--- config.mk ---
export PLATFORM = sky130hd
export DESIGN_NAME = volume_level_controller
export DESIGN_NICKNAME = d
export VERILOG_FILES = /design/src/rtl/volume_level_controller.sv
export SDC_FILE = /design/constraint.sdc
export NUM_CORES = 1
export LEC_CHECK = 0
export ABC_AREA = 1
export CAP_MARGIN = 10
export CORE_UTILIZATION = 61
export CTS_CLUSTER_DIAMETER = 200
export CTS_CLUSTER_SIZE = 24
export DETAILED_ROUTE_END_ITERATION = 8
export HOLD_SLACK_MARGIN = 0.15
export PLACE_DENSITY = 0.85
export REMOVE_ABC_BUFFERS = 1
export SYNTH_ARGS = -nofsm -noshare
export SYNTH_HDL_FRONTEND = slang
export SYNTH_SLANG_ARGS = --single-unit
--- constraint.sdc ---
create_clock -name clk -period 3.5 [get_ports clk]
set_input_delay 0.35 -clock clk [delete_from_list [all_inputs] [get_ports clk]]
set_output_delay 0.35 -clock clk [all_outputs]
set_load 0.1 [all_outputs]
--- src/rtl/volume_level_controller.sv ---
// volume_level_controller
// Turns the raw up/down/mute pushbuttons into a saturating 0..MAX_LEVEL
// volume value. Each button is synchronized and debounced. Up/down share
// one hold-to-repeat sequencer. Mute toggles, and an external load port
// overrides everything else.
module volume_level_controller #(
  parameter int unsigned DEBOUNCE_CYCLES     = 1_000_000,
  parameter int unsigned REPEAT_DELAY_CYCLES = 50_000_000,
  parameter int unsigned REPEAT_RATE_CYCLES  = 15_000_000,
  parameter int unsigned MAX_LEVEL           = 9,
  parameter int unsigned RESET_LEVEL         = 0
) (
  input  logic       clk,
  input  logic       rst,
  input  logic       btn_up,
  input  logic       btn_down,
  input  logic       btn_mute,
  input  logic       load_valid,
  input  logic [3:0] load_level,
  output logic [3:0] volume_level,
  output logic       muted,
  output logic       level_changed
);

  // Button lanes inside the packed per-button vectors
  localparam int BTN_UP   = 0;
  localparam int BTN_DOWN = 1;
  localparam int BTN_MUTE = 2;

  // Debounce counter only needs to reach DEBOUNCE_CYCLES-1
  localparam int unsigned DEB_W = (DEBOUNCE_CYCLES > 1) ? $clog2(DEBOUNCE_CYCLES) : 1;
  localparam logic [DEB_W-1:0] DEB_LAST = DEB_W'(DEBOUNCE_CYCLES - 1);

  // Repeat timer counts down from (period - 1) to zero
  localparam int unsigned TMR_MAX = (REPEAT_DELAY_CYCLES > REPEAT_RATE_CYCLES) ?
                                    REPEAT_DELAY_CYCLES : REPEAT_RATE_CYCLES;
  localparam int unsigned TMR_W   = (TMR_MAX > 1) ? $clog2(TMR_MAX) : 1;
  localparam logic [TMR_W-1:0] DELAY_LOAD = TMR_W'(REPEAT_DELAY_CYCLES - 1);
  localparam logic [TMR_W-1:0] RATE_LOAD  = TMR_W'(REPEAT_RATE_CYCLES - 1);

  // Level bounds; the reset level is clamped so it can never exceed the top
  localparam logic [3:0] MAX_LVL = 4'(MAX_LEVEL);
  localparam logic [3:0] RST_LVL = (RESET_LEVEL > MAX_LEVEL) ? 4'(MAX_LEVEL) : 4'(RESET_LEVEL);

  typedef enum logic [1:0] {
    RPT_IDLE,
    RPT_DELAY,
    RPT_REPEAT
  } rpt_state_t;

  logic [2:0]       btn_raw;
  logic [2:0]       sync_meta;
  logic [2:0]       sync_stable;
  logic [2:0]       db_state;
  logic [2:0]       db_prev;
  logic [2:0]       press;
  logic [DEB_W-1:0] deb_cnt [3];

  rpt_state_t       rpt_state;
  logic             rpt_dir_up;
  logic [TMR_W-1:0] rpt_timer;
  logic             active_held;
  logic             opposite_held;
  logic             step_up;
  logic             step_down;

  logic [3:0]       stored_level;
  logic [3:0]       level_next;
  logic             muted_next;
  logic [3:0]       load_clamped;
  logic [3:0]       vol_prev;

  assign btn_raw = {btn_mute, btn_down, btn_up};

  // Two-flop synchronizer bringing the asynchronous buttons into the clk domain
  always_ff @(posedge clk) begin
    if (rst) begin
      sync_meta   <= '0;
      sync_stable <= '0;
    end else begin
      sync_meta   <= btn_raw;
      sync_stable <= sync_meta;
    end
  end

  // Debouncer: flip only after DEBOUNCE_CYCLES consecutive disagreeing samples
  always_ff @(posedge clk) begin
    if (rst) begin
      db_state <= '0;
      db_prev  <= '0;
      for (int i = 0; i < 3; i++) begin
        deb_cnt[i] <= '0;
      end
    end else begin
      db_prev <= db_state;
      for (int i = 0; i < 3; i++) begin
        if (sync_stable[i] == db_state[i]) begin
          deb_cnt[i] <= '0;
        end else if (deb_cnt[i] == DEB_LAST) begin
          deb_cnt[i]  <= '0;
          db_state[i] <= ~db_state[i];
        end else begin
          deb_cnt[i] <= deb_cnt[i] + DEB_W'(1);
        end
      end
    end
  end

  // A press is the cycle right after a debounced 0->1 transition; releases are silent
  assign press = db_state & ~db_prev;

  // Which direction the sequencer is following, and whether the other one interferes
  assign active_held   = rpt_dir_up ? db_state[BTN_UP]   : db_state[BTN_DOWN];
  assign opposite_held = rpt_dir_up ? db_state[BTN_DOWN] : db_state[BTN_UP];

  // Step requests: initial press from idle, or a timer expiry while still holding
  always_comb begin
    step_up   = 1'b0;
    step_down = 1'b0;
    case (rpt_state)
      RPT_IDLE: begin
        if (press[BTN_UP] && !db_state[BTN_DOWN]) begin
          step_up = 1'b1;
        end else if (press[BTN_DOWN] && !db_state[BTN_UP]) begin
          step_down = 1'b1;
        end
      end
      RPT_DELAY, RPT_REPEAT: begin
        if (active_held && !opposite_held && (rpt_timer == '0)) begin
          step_up   = rpt_dir_up;
          step_down = ~rpt_dir_up;
        end
      end
      default: begin
        step_up   = 1'b0;
        step_down = 1'b0;
      end
    endcase
  end

  // Hold-to-repeat sequencer shared by the up and down buttons
  always_ff @(posedge clk) begin
    if (rst) begin
      rpt_state  <= RPT_IDLE;
      rpt_dir_up <= 1'b0;
      rpt_timer  <= '0;
    end else begin
      case (rpt_state)
        RPT_IDLE: begin
          if (step_up || step_down) begin
            rpt_state  <= RPT_DELAY;
            rpt_dir_up <= step_up;
            rpt_timer  <= DELAY_LOAD;
          end
        end
        RPT_DELAY, RPT_REPEAT: begin
          if (!active_held || opposite_held) begin
            rpt_state <= RPT_IDLE;
            rpt_timer <= '0;
          end else if (rpt_timer == '0) begin
            rpt_state <= RPT_REPEAT;
            rpt_timer <= RATE_LOAD;
          end else begin
            rpt_timer <= rpt_timer - TMR_W'(1);
          end
        end
        default: begin
          rpt_state <= RPT_IDLE;
          rpt_timer <= '0;
        end
      endcase
    end
  end

  assign load_clamped = (load_level > MAX_LVL) ? MAX_LVL : load_level;

  // Next level/mute: load beats mute toggle beats step; a step while muted only unmutes
  always_comb begin
    level_next = stored_level;
    muted_next = muted;
    if (load_valid) begin
      level_next = load_clamped;
      muted_next = 1'b0;
    end else if (press[BTN_MUTE]) begin
      muted_next = ~muted;
    end else if (step_up || step_down) begin
      if (muted) begin
        muted_next = 1'b0;
      end else if (step_up) begin
        if (stored_level < MAX_LVL) begin
          level_next = stored_level + 4'd1;
        end
      end else begin
        if (stored_level != 4'd0) begin
          level_next = stored_level - 4'd1;
        end
      end
    end
  end

  // Registered level, mute and effective output, plus the one-cycle change pulse
  always_ff @(posedge clk) begin
    if (rst) begin
      stored_level  <= RST_LVL;
      muted         <= 1'b0;
      volume_level  <= RST_LVL;
      vol_prev      <= RST_LVL;
      level_changed <= 1'b0;
    end else begin
      stored_level  <= level_next;
      muted         <= muted_next;
      volume_level  <= muted_next ? 4'd0 : level_next;
      vol_prev      <= volume_level;
      level_changed <= (volume_level != vol_prev);
    end
  end

  // The stored level must never leave the 0..MAX_LEVEL range
  assert property (@(posedge clk) disable iff (rst) (stored_level <= MAX_LVL));

  // While muted the effective output is forced to zero
  assert property (@(posedge clk) disable iff (rst) (!muted || (volume_level == 4'd0)));

endmodule

==> results of run 1 <==
[power groups by stage]
stage          clock network, mW  registers, mW  logic, mW
2_1_floorplan                  0           1.59      0.795
3_3_place_gp                   0           1.58       1.02
3_5_place_dp                   0           1.58       1.03
4_1_cts                     1.75           1.55       1.05
5_1_grt                     1.82           1.57       1.20
6_report                    1.73           1.56       1.07
[critical path: cells and delay by family, from the launching register on]
| family | cells | cell delay (ns) |
|---|---|---|
| buf+inv | 4 | 0.64 |
| compound gates | 1 | 0.13 |
| simple gates | 6 | 0.92 |
| flops | 1 | 0.31 |
| fa+ha+maj | 1 | 0.57 |
[final cells by class]
class / count / area, µm² / area share, %
multi-input cells: 641 / 3240 / 43.5
clock buffers: 23 / 468 / 6.28
inverters: 101 / 384 / 5.15
clock inverters: 9 / 129 / 1.73
flip-flops and latches: 115 / 2900 / 39.0
repair buffers: 16 / 158 / 2.12
well taps: 136 / 170 / 2.28
[cells by family after synthesis]
group | count (synthesis)
DFF | 115
buffers and inverters | 119
xor gates and xnor gates | 33
other | 1
adders and majority gates | 9
AOI/OAI and AO/OA | 114
and+or+nand+nor | 425
[cells in the mapped netlist, types with 9 or more instances]
master / count / area [µm²]
edfxtp_1: 60 / 1800
nand2_1: 157 / 589
dfxtp_1: 55 / 1100
xnor2_1: 12 / 105
ha_1: 9 / 113
nor4_1: 9 / 56.3
clkbuf_1: 9 / 33.8
nor3_1: 23 / 115
nand3_1: 44 / 220
o21ai_0: 22 / 110
inv_2: 9 / 33.8
xor2_1: 21 / 184
nand4_1: 15 / 93.8
nor3b_1: 12 / 90.1
a21oi_1: 56 / 280
nor2_2: 11 / 68.8
nor2_1: 128 / 480
inv_1: 91 / 342
[cells in the final DEF, fill, tap and decap left out, drive strengths merged, types with 6 or more instances in the layout]
master	instances
xnor2	12
conb	60
nor3	26
nor3b	12
o21a	6
a21oi	57
nor4	9
a211oi	9
a31oi	6
ha	9
inv	103
nand2	162
dfxtp	55
nand4	16
o21ai	29
clkbuf	23
xor2	21
nor2	145
nand3	46
clkdlybuf4s50	15
edfxtp	60
[worst paths after layout]
kind / startpoint / to / slack (ns) / cells after the start
setup reg to reg: rpt_state[1] / rpt_timer[6] / 0.84 / 12
hold / removal: btn_down / sync_meta[1] / 0.36 / 3
hold reg to reg: sync_meta[2] / sync_stable[2] / 0.40 / 2
setup / recovery: rpt_state[1] / rpt_timer[6] / 0.84 / 12
[metal layers]
metal / global-route usage, % / vias to the layer above / part of all wire [%]
met5: 0 / - / 0
met4: 9.49 / 0 / 1.5
met3: 5.70 / 23 / 3.9
met2: 43.8 / 107 / 49
met1: 31.1 / 2463 / 46
li1: - / 2796 / -
[stage by stage]
stage,std cells,power [mW]
after floorplan,857,2.39
after global placement,1009,2.60
after detailed placement,1009,2.61
after CTS,1041,4.36
after global routing,1041,4.58
final,1041,4.35
[state kept, by name, summed over array words and instances (netlist names)]
name and count:
db_prev 3, db_state 3, deb_cnt 60, level_changed 1, muted 1, rpt_dir_up 1, rpt_state 2, rpt_timer 26
stored_level 4, sync_meta 3, sync_stable 3, vol_prev 4, volume_level 4
==> results.sh, run 1 <==
export IMPL_arrival_ns=3.10
export IMPL_vias=5389
export IMPL_cts_resized=0
export IMPL_fin_ws_ns=0.840
export IMPL_max_freq_mhz=376
export IMPL_avgRoutedWirePerCell_um=12.2
export IMPL_stdcell_area_um2=7450
export IMPL_status="finished clean"
export IMPL_grt_pass1_vias=5208
export IMPL_irDropWorstVdd_mv=0.407
export IMPL_synthCells=816
export IMPL_synth_compound_area_share_pct=10.3
export IMPL_detail_route_antenna_nets=0
export IMPL_synth_edf_count=60
export IMPL_core_area_um2=10200
export IMPL_grt_pass1_wl_mm=22.5
export IMPL_cts_hold_fix_buffers=0
export IMPL_p_int_mw=2.97
export IMPL_antenna_cells=0
export IMPL_place_ws_ns=0.923
export IMPL_antenna_found_initial=0
export IMPL_grt_max_degree=41
export IMPL_crit_path_frequent_cell="inv_1"
export IMPL_tns_ns=0
export IMPL_rows=37
export IMPL_clock_sinks=115
export IMPL_area_delta_synth_final_pct=16.5
export IMPL_finalClockSkew_ns=0.00662
export IMPL_critPathLaunchType="flip-flop"
export IMPL_syn_area_um2=6400
export IMPL_cts_root_buf="clkbuf_8"
export IMPL_path_max_fanout=19
export IMPL_synth_xor_area_share_pct=4.52
export IMPL_clkSlewWorstSetupHoldPaths_ns=0.06
export IMPL_cap_violations=0
export IMPL_drt_iter0_markers=248
export IMPL_slowest_stage="ha_1"
export IMPL_slew_headroom_pct=34.6
export IMPL_die_h_um=104
export IMPL_nNetsFinal=911
export IMPL_grt_overflow_total=0
export IMPL_path_class="reg -> reg"
export IMPL_setup_viol_count_final=0
export IMPL_dp_hpwl_mm=8.70
export IMPL_synth_seq_area_share_pct=45.4
export IMPL_combPwrFrac_pct=24.5
export IMPL_leakagePower_nw=3.13
export IMPL_final_core_util_pct=72.8
export IMPL_worst_hold_slack_ns=0.358
export IMPL_tightest_slew_ns=0.978
export IMPL_postSynthAreaPerCell_um2=7.84
export IMPL_layout_min_cycle_time_ns=2.66
export IMPL_slew_viol_final=0
export IMPL_hold_path_class="in -> reg"
export IMPL_cts_buffers=17
export IMPL_post_route_period_util_pct=76.0
export IMPL_p_switching_mw=1.38
export IMPL_dieArea_um2=10900
export IMPL_die_w_um=104
export IMPL_switching_share_pct=31.7
export IMPL_synth_seq_cells=115
export IMPL_place_area_um2=6860
export IMPL_crit_chain="inv_1, ha_1, inv_1, nor3_1, inv_1, nand2_2, nand2_4, nand3_4, inv_6, nor2_8, nand2_1, a21oi_1"
export IMPL_vias_per_cell=5.18
export IMPL_seq_power_share_pct=35.7
export IMPL_crit_path_max_incr_delay_ns=0.57
export IMPL_synthFlopType="edfxtp_1"
export IMPL_synth_top_family_by_area="simple AND/OR/NAND/NOR gates"
export IMPL_grt_usage_pct=25.5
export IMPL_port_buffers=15
export IMPL_clkPwrFrac_pct=39.7
export IMPL_wirelength_mm=12.7
export IMPL_firstDrtPassIters=4
export IMPL_io_pins=16
export IMPL_post_cts_buffers=0
export IMPL_yosysWarnings=0
export IMPL_h_tree_depth=4
export IMPL_required_ns=3.94
export IMPL_gp_congestion=0.861
export IMPL_start_util_pct=62.5
export IMPL_hold_viol=0
export IMPL_synthArstFlopShare_pct=0
export IMPL_fillers=797
export IMPL_p_per_area_nw_per_um2=584
export IMPL_muxShareOfSynthArea_pct=0
export IMPL_cts_tree="yes"
export IMPL_drive_gt1_share_pct=8.51
export IMPL_yosys_area_share_simple_pct=30.6
export IMPL_cts_path_max_buffers=2
export IMPL_post_route_drc_count=0
export IMPL_synth_cell_types=45
export IMPL_cp_end_kind="flip-flop"
export IMPL_insertion_delay_ns=0.52
export IMPL_rsz0062_at_grt="false"
export IMPL_synth_fa_ha_area_share_pct=1.76
Note: power is estimated with default switching activity, not from simulation.
==> run 2, diff against run 1 <==
--- a/config.mk
+++ b/config.mk
@@ -7,12 +7,12 @@
 export LEC_CHECK = 0
 export ABC_AREA = 1
 export CAP_MARGIN = 10
-export CORE_UTILIZATION = 61
+export CORE_UTILIZATION = 56
 export CTS_CLUSTER_DIAMETER = 200
 export CTS_CLUSTER_SIZE = 24
 export DETAILED_ROUTE_END_ITERATION = 8
 export HOLD_SLACK_MARGIN = 0.15
-export PLACE_DENSITY = 0.85
+export PLACE_DENSITY = 0.82
 export REMOVE_ABC_BUFFERS = 1
 export SYNTH_ARGS = -nofsm -noshare
 export SYNTH_HDL_FRONTEND = slang
==> constraint.sdc (replaced) <==
create_clock -name clk -period 2.4 [get_ports clk]
set_input_delay 0.24 -clock clk [delete_from_list [all_inputs] [get_ports clk]]
set_output_delay 0.24 -clock clk [all_outputs]
set_load 0.1 [all_outputs]
==> results.sh, run 2 (same netlist as run 1, synthesis figures left out) <==
export IMPL_crit_chain="ha_1, nand2_1, nor2_1, nand2_1, nor2_1, nand2_1, nor4_1, inv_1, nand2_1, buf_4, nor3b_1"
export IMPL_cap_violations=0
export IMPL_critPathLaunchType="flip-flop"
export IMPL_crit_family="simple AND/OR/NAND/NOR gates"
export IMPL_insertion_delay_ns=0.42
export IMPL_cts_buffers=17
export IMPL_firstDrtPassIters=4
export IMPL_place_area_um2=6920
export IMPL_fillers=851
export IMPL_clock_sinks=115
export IMPL_min_path_cells=3
export IMPL_clkSlewWorstSetupHoldPaths_ns=0.06
export IMPL_dieArea_um2=11900
export IMPL_irDropWorstVdd_mv=0.790
export IMPL_layout_common_cells="nand2_1 (157), nor2_1 (128), inv_1 (91)"
export IMPL_stdcell_area_um2=7560
export IMPL_cts_path_max_buffers=2
export IMPL_r2r_slack_ns=0.22
export IMPL_largest_register_ff_count=60
export IMPL_gp_congestion=0.857
export IMPL_setup_viol_count_final=0
export IMPL_dp_hpwl_mm=8.70
export IMPL_grt_overflow_total=0
export IMPL_start_util_pct=58.2
export IMPL_post_route_period_util_pct=90.8
export IMPL_place_inst=1023
export IMPL_drt_iter0_markers=302
export IMPL_stdcell_count=1055
export IMPL_hold_end="sync_meta[0]"
export IMPL_grt_max_degree=41
export IMPL_max_freq_mhz=459
export IMPL_wirelength_mm=12.8
export IMPL_io_pins=16
export IMPL_core_area_um2=11000
export IMPL_nNetsFinal=921
export IMPL_post_cts_buffers=0
export IMPL_fin_ws_ns=0.221
export IMPL_crit_path_frequent_cell="nand2_1"
export IMPL_cts_hold_fix_buffers=0
export IMPL_hold_viol=0
export IMPL_grt_usage_pct=23.8
export IMPL_r2r_end="deb_cnt[1][3]"
export IMPL_cts_tree="yes"
export IMPL_vias_per_cell=5.10
export IMPL_arrival_ns=2.35
export IMPL_crit_path_max_incr_delay_ns=0.37
export IMPL_path_class="reg -> reg"
export IMPL_cts_root_buf="clkbuf_16"
export IMPL_place_ws_ns=0.261
export IMPL_required_ns=2.57
export IMPL_avgRoutedWirePerCell_um=12.1
export IMPL_path_max_fanout=8
export IMPL_leakagePower_nw=3.20
export IMPL_final_common_cell="nand2_1"
export IMPL_rr_worst_depth=11
export IMPL_hold_start="btn_up"
export IMPL_h_tree_depth=4
export IMPL_grt_pass1_vias=5134
export IMPL_post_route_drc_count=0
export IMPL_die_h_um=109
export IMPL_crit_start="deb_cnt[1][0]"
export IMPL_reg2reg_from="deb_cnt[1][0]"
export IMPL_port_buffers=15
export IMPL_rows=38
export IMPL_slowest_stage="edfxtp_1"
export IMPL_vias=5377
export IMPL_cp_end_kind="flip-flop"
export IMPL_rsz0062_at_grt="false"
export IMPL_detail_route_antenna_nets=0
export IMPL_cts_resized=0
export IMPL_die_w_um=109
export IMPL_regMostFlops="deb_cnt"
export IMPL_largestRegisters="deb_cnt (60), rpt_timer (26)"
export IMPL_tns_ns=0
export IMPL_drive_gt1_share_pct=10.5
export IMPL_finalClockSkew_ns=0.00670
export IMPL_cp_num_buf_inv=2
export IMPL_antenna_cells=0
export IMPL_layout_min_cycle_time_ns=2.18
export IMPL_antenna_found_initial=0
export IMPL_slew_viol_final=0
export IMPL_hold_path_class="in -> reg"
export IMPL_status="finished clean"
export IMPL_grt_pass1_wl_mm=22.0
export IMPL_area_delta_synth_final_pct=18.2
export IMPL_p_per_area_nw_per_um2=862
## run 2: cell count changes in the layout (fill, tap and decap cells not counted)
cell	previous run	this run
buf_4	1	17
bufinv_16	3	1
clkbuf_1	4	1
clkbuf_16	17	21
clkdlybuf4s50_1	15	9
clkinv_2	2	1
clkinvlp_4	1	3
inv_4	2	1
inv_6	1	2
## run 2: per-stage QoR
| stage | utilization (%) | hold slack (ns) | total power, mW |
|---|---|---|---|
| 5_1_grt | 68.8 | 0.396 | 6.85 |
| 3_3_place_gp | 63.0 | 0.389 | 3.84 |
| 4_1_cts | 68.8 | 0.353 | 6.53 |
| 3_5_place_dp | 63.0 | 0.394 | 3.87 |
| 2_1_floorplan | - | 0.309 | 3.48 |
| 6_report | 68.8 | 0.369 | 6.51 |
## run 2: cell type report
type	count	area, µm²	area share [%]
flip-flops and latches	115	2900	38.4
inverters	101	384	5.08
well taps	140	175	2.32
clock buffers	24	557	7.37
repair buffers	26	218	2.88
multi-input cells	641	3240	42.9
clock inverters	8	81.3	1.08
## run 2: layer usage
metal  global-route usage [%]  vias to the layer above  part of all wire (%)
met5                        0                        -                     0
met1                     29.4                     2439                    47
met3                     6.46                       22                   3.8
met2                     38.9                       99                    48
met4                     10.6                        0                   1.8
li1                         -                     2817                     -
## run 2: report_power, final
group          internal (mW)  switching (mW)  total [mW]
clock network           1.73           0.909        2.64
logic                  0.540            1.07        1.61
registers               2.17          0.0956        2.27
total                   4.44            2.07        6.51
## run 2: how the worst max path moves through the flow
| stage | endpoint | cells past startpoint |
|---|---|---|
| after floorplan | rpt_timer[19] | 12 |
| after global placement | deb_cnt[2][14] | 11 |
| after detailed placement | deb_cnt[1][3] | 11 |
| after CTS | deb_cnt[1][3] | 11 |
| after global routing | deb_cnt[1][3] | 11 |
| final | deb_cnt[1][3] | 11 |
## run 2: worst register-to-register path, cell delays in order, from the launching register on
cell and delay [ns]:
edfxtp_1 0.37, ha_1 0.18, nand2_1 0.07, nor2_1 0.15, nand2_1 0.10, nor2_1 0.10
nand2_1 0.09, nor4_1 0.22, inv_1 0.11, nand2_1 0.26, buf_4 0.22, nor3b_1 0.06
==> run 3, diff against run 2 <==
--- a/config.mk
+++ b/config.mk
@@ -14,6 +14,7 @@
 export HOLD_SLACK_MARGIN = 0.15
 export PLACE_DENSITY = 0.82
 export REMOVE_ABC_BUFFERS = 1
+export SKIP_CTS_REPAIR_TIMING = 1
 export SYNTH_ARGS = -nofsm -noshare
 export SYNTH_HDL_FRONTEND = slang
 export SYNTH_SLANG_ARGS = --single-unit
==> results of run 3 <==
The final DEF is identical to that of run 2; final timing and power are the same.
